$ cat src/rtl/angle_cmd_parser_if.sv
// Byte-stream in / angle-command out signal bundle for angle_cmd_parser.
// master = UART-receiver side driving bytes, slave = the parser.
interface angle_cmd_parser_if;
   logic       i_RX_DV;
   logic [7:0] i_RX_Byte;
   logic       o_Angle_DV;
   logic [7:0] o_Angle;
   logic       o_Error;

   modport master (
      output i_RX_DV, i_RX_Byte,
      input  o_Angle_DV, o_Angle, o_Error
   );

   modport slave (
      input  i_RX_DV, i_RX_Byte,
      output o_Angle_DV, o_Angle, o_Error
   );
endinterface

$ cat src/rtl/angle_cmd_parser.sv
// ASCII angle command parser: 1-3 digits + CR/LF -> registered angle strobe or error strobe.
// Optional inter-byte timeout enabled by defining ANGLE_CMD_TIMEOUT_EN.
module angle_cmd_parser #(
   parameter int g_Max_Angle    = 180,
   parameter int g_Timeout_Clks = 10_000_000
) (
   input  logic                     i_Clk,
   input  logic                     i_Reset,
   angle_cmd_parser_if.slave        bus,
   output logic [1:0]               state_dbg
);
   // Handshake: a byte is consumed only in a cycle with i_RX_DV=1; there is no
   // backpressure. o_Angle_DV / o_Error are one-cycle strobes one clock after
   // the deciding byte and are never high together.

   typedef enum logic [1:0] {IDLE = 2'd0, ACCUM = 2'd1, DISCARD = 2'd2} state_t;

   localparam logic [9:0] max_angle = 10'(g_Max_Angle);

   state_t     state, state_d;
   logic [9:0] acc, acc_d;
   logic [1:0] cnt, cnt_d;
   logic       dv_d, err_d, load;
   logic       is_digit, is_term, timeout;
   logic [3:0] digit;
   logic [13:0] acc_x10;

   assign state_dbg = state;
   assign is_digit  = (bus.i_RX_Byte >= 8'h30) && (bus.i_RX_Byte <= 8'h39);
   assign is_term   = (bus.i_RX_Byte == 8'h0D) || (bus.i_RX_Byte == 8'h0A);
   assign digit     = bus.i_RX_Byte[3:0];
   assign acc_x10   = acc * 4'd10;

`ifdef ANGLE_CMD_TIMEOUT_EN
   localparam int tmo_w = $clog2(g_Timeout_Clks + 1);
   localparam logic [tmo_w-1:0] tmo_last = tmo_w'(g_Timeout_Clks - 1);
   logic [tmo_w-1:0] tmo_cnt;

   // Fires on the g_Timeout_Clks-th consecutive byte-free cycle in ACCUM/DISCARD.
   assign timeout = (state != IDLE) && !bus.i_RX_DV && (tmo_cnt == tmo_last);

   always_ff @(posedge i_Clk or posedge i_Reset) begin
      if (i_Reset)
         tmo_cnt <= '0;
      else if (bus.i_RX_DV || state == IDLE || timeout)
         tmo_cnt <= '0;
      else
         tmo_cnt <= tmo_cnt + 1'b1;
   end
`else
   localparam int unused_timeout_clks = g_Timeout_Clks;
   assign timeout = 1'b0;
`endif

   always_comb begin
      state_d = state;
      acc_d   = acc;
      cnt_d   = cnt;
      dv_d    = 1'b0;
      err_d   = 1'b0;
      load    = 1'b0;
      if (bus.i_RX_DV) begin
         case (state)
            IDLE: begin
               if (is_digit) begin
                  acc_d   = 10'(digit);
                  cnt_d   = 2'd1;
                  state_d = ACCUM;
               end else if (!is_term) begin
                  err_d   = 1'b1;
                  state_d = DISCARD;
               end
            end
            ACCUM: begin
               if (is_digit) begin
                  if (cnt < 2'd3) begin
                     acc_d = 10'(acc_x10 + 14'(digit));
                     cnt_d = cnt + 2'd1;
                  end else begin
                     err_d   = 1'b1;
                     state_d = DISCARD;
                  end
               end else if (is_term) begin
                  if (acc <= max_angle) begin
                     dv_d = 1'b1;
                     load = 1'b1;
                  end else begin
                     err_d = 1'b1;
                  end
                  state_d = IDLE;
               end else begin
                  err_d   = 1'b1;
                  state_d = DISCARD;
               end
            end
            DISCARD: begin
               if (is_term) state_d = IDLE;
            end
            default: state_d = IDLE;
         endcase
      end else if (timeout) begin
         err_d   = (state == ACCUM);
         state_d = IDLE;
      end
   end

   always_ff @(posedge i_Clk or posedge i_Reset) begin
      if (i_Reset) begin
         state          <= IDLE;
         acc            <= '0;
         cnt            <= '0;
         bus.o_Angle    <= '0;
         bus.o_Angle_DV <= 1'b0;
         bus.o_Error    <= 1'b0;
      end else begin
         state          <= state_d;
         acc            <= acc_d;
         cnt            <= cnt_d;
         bus.o_Angle_DV <= dv_d;
         bus.o_Error    <= err_d;
         if (load) bus.o_Angle <= acc[7:0];
      end
   end
endmodule

$ cat src/flat_wrapper.sv
// flat-port wrapper written by rule: the top's interface ports become plain ports
module angle_cmd_parser_flat 
#(
   parameter int g_Max_Angle    = 180,
   parameter int g_Timeout_Clks = 10_000_000
)
  (i_Clk, i_Reset, state_dbg, bus_i_RX_DV, bus_i_RX_Byte, bus_o_Angle_DV, bus_o_Angle, bus_o_Error);
  angle_cmd_parser_if bus_i ();
  input  logic i_Clk;
  input  logic i_Reset;
  output logic [1:0] state_dbg;
  input wire logic [$bits(bus_i.i_RX_DV)-1:0] bus_i_RX_DV;
  input wire logic [$bits(bus_i.i_RX_Byte)-1:0] bus_i_RX_Byte;
  output wire logic [$bits(bus_i.o_Angle_DV)-1:0] bus_o_Angle_DV;
  output wire logic [$bits(bus_i.o_Angle)-1:0] bus_o_Angle;
  output wire logic [$bits(bus_i.o_Error)-1:0] bus_o_Error;
  assign bus_i.i_RX_DV = bus_i_RX_DV;
  assign bus_i.i_RX_Byte = bus_i_RX_Byte;
  assign bus_o_Angle_DV = bus_i.o_Angle_DV;
  assign bus_o_Angle = bus_i.o_Angle;
  assign bus_o_Error = bus_i.o_Error;
  angle_cmd_parser #(.g_Max_Angle(g_Max_Angle), .g_Timeout_Clks(g_Timeout_Clks)) u_core (.i_Clk(i_Clk), .i_Reset(i_Reset), .bus(bus_i), .state_dbg(state_dbg));
endmodule
$ cat config.mk
export PLATFORM = sky130hd
export DESIGN_NAME = angle_cmd_parser_flat
export DESIGN_NICKNAME = d
export VERILOG_FILES = /design/src/rtl/angle_cmd_parser_if.sv /design/src/rtl/angle_cmd_parser.sv /design/src/flat_wrapper.sv
export SDC_FILE = /design/constraint.sdc
export NUM_CORES = 1
export LEC_CHECK = 0
export ABC_CLOCK_PERIOD_IN_PS = 7500
export CORE_ASPECT_RATIO = 0.75
export CORE_MARGIN = 2
export CORE_UTILIZATION = 40
export CTS_CLUSTER_DIAMETER = 150
export DETAILED_ROUTE_END_ITERATION = 7
export PLACE_DENSITY_LB_ADDON = 0.15
export REMOVE_ABC_BUFFERS = 1
export SYNTH_ARGS = -nofsm -noshare
export SYNTH_HDL_FRONTEND = slang
export SYNTH_SLANG_ARGS = --single-unit
$ cat constraint.sdc
create_clock -name i_Clk -period 7.5 [get_ports i_Clk]
set_clock_uncertainty 0.1 [all_clocks]
set_input_delay 1.5 -clock i_Clk [delete_from_list [all_inputs] [get_ports i_Clk]]
set_output_delay 1.5 -clock i_Clk [all_outputs]
set_load 0.01 [all_outputs]
# After elaboration in Yosys (flattened, before gate mapping)
# Index checks and enable logic that the tools add are counted.
# Widths: inputs -> output; s select.
# classes
addsub,2
mul,1
magnitude_cmp,4
eq_ne,10
n_mux,28
n_reduce_logical,6
# ops
cell,n
$mux 10,3
$pmux 10 s2,1
$mux 2,9
$eq 8x4->1 const B,2
$mux 1,12
$add 10x4->10,1
$le 10x8->1 const B,1
$mul 10x3->9 const B,1
$ge 8x6->1 const B,1
$le 8x6->1 const B,1
$ne 2x1->1 const B,4
$pmux 2 s3,1
$reduce_and 5->1,1
$pmux 2 s2,1
$reduce_and 4->1,1
$ne 3x2->1 const B,1
$ne 3x3->1 const B,1
$add 2x1->2 const B,1
$eq 2x1->1 const B,1
$eq 2x2->1 const B,1
$logic_not 2->1,1
$lt 2x2->1 const B,1
$pmux 1 s2,1
$reduce_bool 2->1,1
2 further kinds,2
# totals
register_bits,24
output_inout_bits,12
wordCells,57

# Logic depth before layout (Yosys ltp)
# depth
ltp_word,6
mapped_depth,8

# Worst setup path after synthesis
# Ideal clock, no wire load.
# synth_timing
kind,input port to flip-flop
from,input bus_i_RX_Byte[1]
to,register u_core.acc[9]
t_arrival_ns,3.033
slack_ns,4.264
stages,7
n_path_buf,0
path_cell_list,ha_1 fa_1 a21o_1 nand4_2 nor4b_4 xnor3_1 o41ai_2
# synth_between
elab_chain_len,4
elab_cells_between_ends,10
classes_between,add/sub: 1; order compare: 2; eq/ne: 2; mux: 3; reduce/logical: 2
# synth_rtl
item,line_no,source
"start, declared",flat_wrapper.sv:13,input wire logic [$bits(bus_i.i_RX_Byte)-1:0] bus_i_RX_Byte;
"$add 10x4->10, or another cell as far along",angle_cmd_parser.sv:77,acc_d = 10'(acc_x10 + 14'(digit));
$mux 10 or $logic_and 1x1->1 (tied branches),"angle_cmd_parser.sv:76, angle_cmd_parser.sv:29",
$mux 10 or $ne 2x1->1 (tied branches),n/a,
$pmux 10 s2 or $reduce_and 5->1 (tied branches),n/a,
"end signal, assigned",angle_cmd_parser.sv:110,acc <= '0;
"end signal, assigned",angle_cmd_parser.sv:117,acc <= acc_d;
"end, declared",angle_cmd_parser.sv:21,"logic [9:0] acc, acc_d;"
# Several ways; a longest one is shown, not always the timed one. The select of a mux whose other input is x is not followed.
# A chain may end at the register's enable or synchronous reset.

# Final worst setup path
# layout_timing
from,input bus_i_RX_Byte[2]
to,register u_core.acc[8]
# The elaborated chain is that of the path after synthesis.

==> impl_results.md <==
* Global Route Usage Sum at 0.1628
* Drt pass-1 iters at 4
* Routed Antenna Nets at 0
* Tot Pwr at 0.3327 mW
* Clock Sinks at 24
* Final core occ at 0.5120
* YS warnings at 0
* Chip height at 57.50 microns
* Synthesized area per cell at 10.46 sq um
* Fmax at 268.6 MHz
* FFs w/ async S/R, synth at 1.000
* Vias at ~1200
* Synth Register Bits at 24
* Io pins at 23
* CP Capture Type: flop
* Cells after Synth at 146
* Top-area cell type share of the netlist area at 0.3934
* # nets final at 199
* Slew HR at 0.4135
* Hold_buf cts at 0
* Required @ worst endpoint at 7.58 ns
* Crit path kind: input pin to flop
* Num rows at 19
* Grt total ovfl at 0
* Final hold violations at 0
* Footprint of the multi-input gates at 898.4 sq um
* CTS tree: built
* Layout Area Growth over Synthesis at 22.79%
* Status: complete, no violations
* CTS root buf: clkbuf_8
* Static leakage at 0.8933 nW
* Die ar. at 0.004331 sq mm
* Fin crit share at 0.4964
* Unrepaired setup endpoints after global routing: false
* Port Buffers at 22
* Synth area leader: dfrtp_1
* Setup crit start kind: input pin
* WL per Instance at 14.62 microns
* Reg area at about 600 sq um
* DRC violations left at 0
* H-tree levels at 1
* Peak VDD IR at roughly 0.13 mV
* Share of cells above drive strength 1 at 0.1059
* Reg clk slew, reported paths at 0.08 ns
* HP Class: flop to flop
* Minimum clock period at 3.723 ns
* Post-synth EDFFs at 0
* Max_cap viols at 0
* Setup-failing EPs final at 0
* Post-synth cell types at 37
* Crit path max fanout at 17
* GP Congestion at 0.7854
* CTS Buf Count at 3
* Initial antenna violation count at 0
* Mapped cell area at 0.001526 sq mm
* Fillcell total at 342
* Core area at roughly 0.0037 sq mm
* Most used DFF post-synth: dfrtp_1
* Worst slew pin tran at 0.8789 ns
* Area contributors post-synth: dfrtp_1 (39%), ha_1 (12%), mux2_2 (5.9%)
* DR iter-0 viols at 52
* Vias per cell at a little over 5
* Vias in the first global route at between 1000 and 1500
* Hold Slack at 0.4008 ns
* N_diodes at 0
* Post-CTS Resized at 0
* Clock tree buffer depth at 2
* Largest net degree at the start of global routing at 25
* Max-slew violation count at 0
* Register area share after synthesis at 0.3934
* Starting density of the core at 0.4170
* Post-DP HPWL at 2591 microns
* Setup repair bufs after CTS at 0
* First-pass GRT wire length at about 5400 microns
* Setup TNS at 0 ns
* Clock latency on the worst-skew pair at 0.26 ns
* Power density over the cells at 177.5 mW/mm^2
* Crit path DAT at 3.80 ns
* WL final at 3245 microns
* Die X at roughly 75 microns
-- placed cells by master, fill, tap and decap left out, types with 2 or more instances in the layout --
cell and count:
dfrtp_1 24, clkdlybuf4s50_1 22, nand2_1 20, o21ai_0 15, ha_1 15, mux2_2 8
nor2_1 7, inv_1 5, a21o_1 4, xor2_1 4, nand3_1 4, xnor2_1 3
mux2i_1 3, a21oi_1 3, clkbuf_8 3, nand4_1 2, or3_1 2, o31ai_1 2
nor3_1 2, o21bai_1 2, o22ai_1 2, fa_1 2
-- layout make-up --
cell class / instances / area share
Multi-Input combinational cell: 115 / 0.4793
Clock buffer: 3 / 0.02203
Timing Repair Buffer: 22 / 0.1175
Clock inverter: 1 / 0.01602
Tap cell: 52 / 0.03471
Sequential cell: 24 / 0.3204
Inverter: 5 / 0.01001
-- sequential cells by signal, indices dropped and copies added, names as in the netlist --
| register | cells |
|---|---|
| u_core.bus.o_Angle_DV | 1 |
| u_core.state_dbg | 2 |
| u_core.bus.o_Error | 1 |
| u_core.cnt | 2 |
| u_core.bus.o_Angle | 8 |
| u_core.acc | 10 |
-- cells by family (layout without fill, tap and decap cells) --
kind of cell / count (synthesis) / after routing / share of synthesized area
DFF: 24 / 24 / 0.3934
adders and majority gates: 17 / 17 / 0.1492
AOI/OAI and AO/OA: 37 / 37 / 0.1631
and+or+nand+nor: 42 / 42 / 0.1426
buffers and inverters: 7 / 31 / 0.01803
muxes: 11 / 11 / 0.07869
xor gates and xnor gates: 8 / 8 / 0.05492
-- layer usage --
layer / GRT usage / up-vias / part of all wire
li1: - / 582 / -
met1: 0.2212 / 551 / 0.49
met2: 0.2683 / 16 / 0.47
met3: 0.03710 / 2 / 0.031
met4: 0.03008 / 0 / 0.0052
met5: 0 / - / 0
-- worst paths after layout --
check,cells past startpoint,end,from,slack [ns]
setup / recovery,6,u_core.acc[8],bus_i_RX_Byte[2],3.78
hold / removal,2,u_core.cnt[1],u_core.cnt[1],0.40
setup reg to reg,8,u_core.acc[9],u_core.acc[1],4.37
hold reg to reg,2,u_core.cnt[1],u_core.cnt[1],0.40
max in group asynchronous,2,u_core.bus.o_Angle[7],i_Reset,5.14
min in group asynchronous,2,u_core.bus.o_Angle_DV,i_Reset,1.62
-- where the power goes --
part           internal, mW  switching, mW  total (mW)
clock network        0.0713         0.0399       0.111
registers             0.138         0.0113       0.150
logic                0.0352         0.0369      0.0721
-- worst max-delay path, stage by stage --
cell and delay (ns):
clkdlybuf4s50_1 0.52, o21ai_0 0.29, nand4_1 0.29, or3_1 0.68, a2111o_1 0.43, o211ai_1 0.10
-- per-stage QoR --
step / cell area (sq um) / setup slack, ns / cells
after floorplan: 1518 / 4.264 / 144
after global placement: 1803 / 3.614 / 218
after detailed placement: 1803 / 3.532 / 218
after CTS: 1874 / 3.800 / 222
after global routing: 1874 / 3.658 / 222
final: 1874 / 3.777 / 222
-- cell usage after synthesis, types with 3 or more instances --
| master | number |
|---|---|
| mux2i_1 | 3 |
| nand3_1 | 4 |
| nand2_1 | 20 |
| inv_1 | 5 |
| xor2_1 | 4 |
| a21oi_1 | 3 |
| a21o_1 | 4 |
| ha_1 | 15 |
| nor2_1 | 7 |
| o21ai_0 | 15 |
| dfrtp_1 | 24 |
| mux2_2 | 8 |
| xnor2_1 | 3 |
No activity file was read; power rests on OpenSTA's default activity.
